[src/rtl/ext_io_pkg.sv]
// Shared constants and helpers for external-pin conditioning blocks.
package ext_io_pkg;

  localparam int unsigned STABLE_CYCLES_DEF = 16;
  localparam logic        INIT_LEVEL_DEF    = 1'b0;

  // Number of bits needed to hold the value v (at least 1).
  function automatic int unsigned bits_for(input int unsigned v);
    int unsigned w;
    w = 1;
    for (int i = 1; i < 32; i++) begin
      if ((v >> i) != 0) w = i + 1;
    end
    return w;
  endfunction

endpackage

[src/rtl/ext_debounce_if.sv]
// Pin-side and consumer-side signals of the debounce stage; master = debouncer, slave = pin driver / edge counter.
interface ext_debounce_if #(
  parameter int unsigned GLITCH_W = 8
) ();

  logic                PIN_i;
  logic                LEVEL_o;
  logic                RISE_o;
  logic                FALL_o;
  logic [GLITCH_W-1:0] GLITCH_CNT_o;

  modport master (
    input  PIN_i,
    output LEVEL_o,
    output RISE_o,
    output FALL_o,
    output GLITCH_CNT_o
  );

  modport slave (
    output PIN_i,
    input  LEVEL_o,
    input  RISE_o,
    input  FALL_o,
    input  GLITCH_CNT_o
  );

endinterface

[src/rtl/ext_debounce_sync2ff.sv]
// Generic two-flop synchroniser with a parameterised reset value; 2-cycle latency, no backpressure.
module sync2ff #(
  parameter logic RST_VAL = 1'b0
) (
  input  logic CLK_IN,
  input  logic RST_IN,
  input  logic d,
  output logic q
);

  // First stage may go metastable; only the second stage is consumed.
  logic meta;

  always_ff @(posedge CLK_IN) begin
    if (RST_IN) begin
      meta <= RST_VAL;
      q    <= RST_VAL;
    end else begin
      meta <= d;
      q    <= meta;
    end
  end

endmodule

[src/rtl/ext_debounce.sv]
// Debounces an async pin into CLK_IN: level + rise/fall pulses STABLE_CYCLES+2 edges after capture; no backpressure.
// EXT_DEBOUNCE_GLITCH_CNT_EN enables the saturating rejected-glitch counter (otherwise GLITCH_CNT_o is 0).
module ext_debounce
  import ext_io_pkg::*;
#(
  parameter int unsigned STABLE_CYCLES = STABLE_CYCLES_DEF,
  parameter int unsigned CNT_W         = 16,
  parameter int unsigned GLITCH_W      = 8,
  parameter logic        INIT_LEVEL    = INIT_LEVEL_DEF
) (
  input  logic          CLK_IN,
  input  logic          RST_IN,
  ext_debounce_if.master bus
);

  localparam logic [CNT_W-1:0] CNT_LAST = CNT_W'(STABLE_CYCLES - 1);

  if (CNT_W < bits_for(STABLE_CYCLES - 1)) begin : g_cnt_w_check
    $error("CNT_W too narrow for STABLE_CYCLES");
  end

  logic             sync_q;
  logic [CNT_W-1:0] cnt;
  logic             level_q;
  logic             rise_q;
  logic             fall_q;

  sync2ff #(.RST_VAL(INIT_LEVEL)) u_sync (
    .CLK_IN (CLK_IN),
    .RST_IN (RST_IN),
    .d      (bus.PIN_i),
    .q      (sync_q)
  );

  // cnt counts consecutive edges on which the synchronised pin disagrees with the level.
  always_ff @(posedge CLK_IN) begin
    if (RST_IN) begin
      level_q <= INIT_LEVEL;
      cnt     <= '0;
      rise_q  <= 1'b0;
      fall_q  <= 1'b0;
    end else begin
      rise_q <= 1'b0;
      fall_q <= 1'b0;
      if (sync_q != level_q) begin
        if (cnt == CNT_LAST) begin
          level_q <= sync_q;
          cnt     <= '0;
          rise_q  <= sync_q;
          fall_q  <= ~sync_q;
        end else begin
          cnt <= cnt + 1'b1;
        end
      end else begin
        cnt <= '0;
      end
    end
  end

`ifdef EXT_DEBOUNCE_GLITCH_CNT_EN
  logic [GLITCH_W-1:0] glitch_q;

  // A run that falls back to the current level before acceptance is a rejected glitch.
  always_ff @(posedge CLK_IN) begin
    if (RST_IN) begin
      glitch_q <= '0;
    end else if ((sync_q == level_q) && (cnt != '0) && (glitch_q != '1)) begin
      glitch_q <= glitch_q + 1'b1;
    end
  end

  assign bus.GLITCH_CNT_o = glitch_q;
`else
  assign bus.GLITCH_CNT_o = {GLITCH_W{1'b0}};
`endif

  assign bus.LEVEL_o = level_q;
  assign bus.RISE_o  = rise_q;
  assign bus.FALL_o  = fall_q;

endmodule
[src/flat_wrapper.sv]
// flat-port wrapper written by rule: the top's interface ports become plain ports
module ext_debounce_flat import ext_io_pkg::*;
#(
  parameter int unsigned STABLE_CYCLES = STABLE_CYCLES_DEF,
  parameter int unsigned CNT_W         = 16,
  parameter int unsigned GLITCH_W      = 8,
  parameter logic        INIT_LEVEL    = INIT_LEVEL_DEF
)
  (CLK_IN, RST_IN, bus_PIN_i, bus_LEVEL_o, bus_RISE_o, bus_FALL_o, bus_GLITCH_CNT_o);
  ext_debounce_if #(.GLITCH_W(GLITCH_W)) bus_i ();
  input  logic CLK_IN;
  input  logic RST_IN;
  input wire logic [$bits(bus_i.PIN_i)-1:0] bus_PIN_i;
  output wire logic [$bits(bus_i.LEVEL_o)-1:0] bus_LEVEL_o;
  output wire logic [$bits(bus_i.RISE_o)-1:0] bus_RISE_o;
  output wire logic [$bits(bus_i.FALL_o)-1:0] bus_FALL_o;
  output wire logic [$bits(bus_i.GLITCH_CNT_o)-1:0] bus_GLITCH_CNT_o;
  assign bus_i.PIN_i = bus_PIN_i;
  assign bus_LEVEL_o = bus_i.LEVEL_o;
  assign bus_RISE_o = bus_i.RISE_o;
  assign bus_FALL_o = bus_i.FALL_o;
  assign bus_GLITCH_CNT_o = bus_i.GLITCH_CNT_o;
  ext_debounce #(.STABLE_CYCLES(STABLE_CYCLES), .CNT_W(CNT_W), .GLITCH_W(GLITCH_W), .INIT_LEVEL(INIT_LEVEL)) u_core (.CLK_IN(CLK_IN), .RST_IN(RST_IN), .bus(bus_i));
endmodule
[config.mk]
export PLATFORM = sky130hd
export DESIGN_NAME = ext_debounce_flat
export DESIGN_NICKNAME = d
export VERILOG_FILES = /design/src/rtl/ext_io_pkg.sv /design/src/rtl/ext_debounce_if.sv /design/src/rtl/ext_debounce_sync2ff.sv /design/src/rtl/ext_debounce.sv /design/src/flat_wrapper.sv
export SDC_FILE = /design/constraint.sdc
export NUM_CORES = 1
export LEC_CHECK = 0
export ABC_CLOCK_PERIOD_IN_PS = 1600
export BUFFER_PORTS_ARGS = -buffer_cell sky130_fd_sc_hd__buf_2
export CORE_ASPECT_RATIO = 1.25
export CORE_UTILIZATION = 49
export DETAILED_ROUTE_END_ITERATION = 8
export PLACE_DENSITY_LB_ADDON = 0.25
export SLEW_MARGIN = 40
export SYNTH_ARGS = -nofsm -noshare
export SYNTH_HDL_FRONTEND = slang
export SYNTH_HIERARCHICAL = 1
export SYNTH_SLANG_ARGS = --single-unit
[constraint.sdc]
create_clock -name CLK_IN -period 1.6 [get_ports CLK_IN]
set_clock_uncertainty 0.15 [all_clocks]
set_input_delay 0.32 -clock CLK_IN [delete_from_list [all_inputs] [get_ports CLK_IN]]
set_output_delay 0.32 -clock CLK_IN [all_outputs]
set_load 0.05 [all_outputs]
==> qor.yml <==
outcome:
  status: "finished, final reports clean"
sta:
  timing.final.crit_share_pct: 96.8
  fin_crit_ns: 1.55
  fmax_mhz: 646
  setup-violations-final: 0
  hold_violations: 0
  slew_violations: 0
  setup_ws_ns: 0.0519
placement:
  dp.cells: 135
  dpl.hpwl_mm: 1.24
  dpl_cell_area_um2: 1060
  gp_congestion: 0.757
  numPortBuffers: 5
  dp_slack_ns: 0.0151
logic_synthesis:
  ys_types: 23
  synth_cells: 102
  postSynthAreaPerCell_um2: 9.56
  yosysWarnings: 6
  syn_area_um2: 975
  ys_seq_area_share_pct: 43.1
  synth-seq-cells: 21
critical_path:
  worstPathCellList: "nor4_2, nand4b_2, buf_4, mux2i_1, nor2_1"
  cp_slowest_cell: "dfxtp_1"
  required_ns: 1.66
  rr_worst_depth: 5
  critPathMaxFanout: 4
  cp-start-kind: "flip-flop"
  crit_type: "flip-flop to flip-flop"
  end_kind: "flip-flop"
  cpPeakStageDelay_ns: 0.36
  cp.arrival_ns: 1.61
global_route:
  grt_max_degree: 16
  grt_pass1_vias: 648
  groute.layer.met2.usage_pct: 26.3
  grtUsageMet3_pct: 3.82
  antenna_found_initial: 0
  busiest_layer: "met2"
  grt_pass1_wl_mm: 2.87
  grt_overflow_total: 0
  gr-usage-met1_pct: 22.2
  track_usage_pct: 17.5
worst_hold_path:
  hold_depth: 2
  hold_path_class: "input pin to flip-flop"
cts:
  clockRootBuffer: "clkbuf_4"
  clock_sinks: 21
  cts.hold.buffers_added: 0
  cts-htree-levels: 1
  post_cts_resized: 0
  cts_made_buffers: 3
  insertion_delay_ns: 0.30
  cts_setup_buffers: 0
  cts_buffer_depth: 2
  cts_tree: "built"
  clk_pin_slew_ns: 0.12
power:
  total_power_mw: 0.835
  p_leak_nw: 0.441
  powerDensity_nw_per_um2: 739
  peakVddDrop_mv: 0.696
cells_and_area:
  area_growth_pct: 16.0
  diodes: 0
  final_cell_mix: "19 x nor2_1, 18 x dfxtp_1, 13 x xnor2_1"
  layout.cells.non_filler: 139
  drive_gt1_share_pct: 30.0
  final_common_cell: "nor2_1"
  final_nets: 125
  stdcell_area_um2: 1130
  postLayoutCoreUtil_pct: 62.6
  n_fill_cell: 151
route:
  drtIter0Drc: 10
  ant_nets: 0
  via_per_inst: 5.09
  wl_per_cell_um: 12.7
  route.detailed.drc: 0
  drtPass1Iterations: 4
  finalWirelength_mm: 1.77
  num_vias: 707
run:
  max_cap_viol_count: 0
die:
  start_util_pct: 53.9
  die_h_um: 51.9
  top_level_ports: 14
  num_rows: 17
  die_w_um: 41.9
  core-area_um2: 1810
  die_area_um2: 2170
-- synth_stat cells --
| cell | instances | area (µm²) |
|---|---|---|
| buf_4 | 8 | 60.1 |
| buf_6 | 1 | 11.3 |
| conb_1 | 1 | 3.75 |
| dfxtp_1 | 21 | 420 |
| ha_1 | 1 | 12.5 |
| inv_1 | 5 | 18.8 |
| mux2i_1 | 1 | 10.0 |
| nand2_1 | 3 | 11.3 |
| nand2b_1 | 1 | 6.26 |
| nand2b_2 | 1 | 8.76 |
| nand3_1 | 4 | 20.0 |
| nand3_2 | 1 | 10.0 |
| nand4_1 | 1 | 6.26 |
| nand4_2 | 1 | 12.5 |
| nand4_4 | 1 | 21.3 |
| nand4b_2 | 1 | 15.0 |
| nor2_1 | 19 | 71.3 |
| nor2b_1 | 2 | 12.5 |
| nor3_1 | 6 | 30.0 |
| nor4_1 | 3 | 18.8 |
| nor4_2 | 5 | 62.6 |
| xnor2_1 | 13 | 114 |
| xor2_1 | 2 | 17.5 |
-- metal layers --
layer  vias up  wire length, µm
met5         -                0
met4         0               17
met3         2               30
met2         8              958
met1       338              764
li1        359                -
-- power breakdown --
part	leakage, nW	internal, mW	switching [mW]	total [mW]
clock	0.0150	0.0970	0.156	0.253
sequential	0.171	0.526	0.00197	0.528
combinational	0.255	0.00645	0.0483	0.0548
-- cell type report --
cell class              instances  area [µm²]  area share (%)
multi-input cells              74         531            46.9
flip-flops and latches         21         424            37.5
repair buffers                 16         108            9.51
clock buffers                   4        26.3            2.32
well taps                      19        23.8            2.10
inverters                       5        18.8            1.66
-- worst max-delay path, delay by kind of cell (launching register included) --
family / cells / cell delay, ns
and+or+nand+nor: 3 / 0.61
DFF: 1 / 0.36
muxes: 1 / 0.14
buffers and inverters: 1 / 0.19
-- sequential cells by signal (all words and copies together), names as in the netlist --
signal and count:
u_core/cnt 16, u_core/u_sync/q 1, u_core/bus.LEVEL_o 1, u_core/bus.FALL_o 1
u_core/bus.RISE_o 1, u_core/u_sync/meta 1
-- final timing paths --
| check | from | endpoint | slack, ns |
|---|---|---|---|
| max | u_core/cnt[4] | u_core/bus.LEVEL_o | 0.05 |
| min | RST_IN | u_core/bus.LEVEL_o | 0.05 |
| min reg2reg | u_core/u_sync/meta | u_core/u_sync/q | 0.32 |
| max reg2reg | u_core/cnt[4] | u_core/bus.LEVEL_o | 0.05 |
-- kinds of logic (layout without fill, tap and decap cells) --
logic type	after synthesis	in the layout	synth area share, %
xor gates and xnor gates	15	15	13.5
adders and majority gates	1	1	1.28
muxes	1	1	1.03
and+or+nand+nor	49	49	31.5
other	1	8	0.385
DFF	21	21	43.1
buffers and inverters	14	25	9.24
-- stage by stage --
step | hold slack (ns) | TNS, ns
5_1_grt | 0.0392 | -0.0573
3_3_place_gp | 0.281 | 0
2_1_floorplan | 0.242 | 0
4_1_cts | 0.0461 | 0
6_report | 0.0485 | 0
3_5_place_dp | 0.305 | 0
No activity file was read; power rests on OpenSTA's default activity.
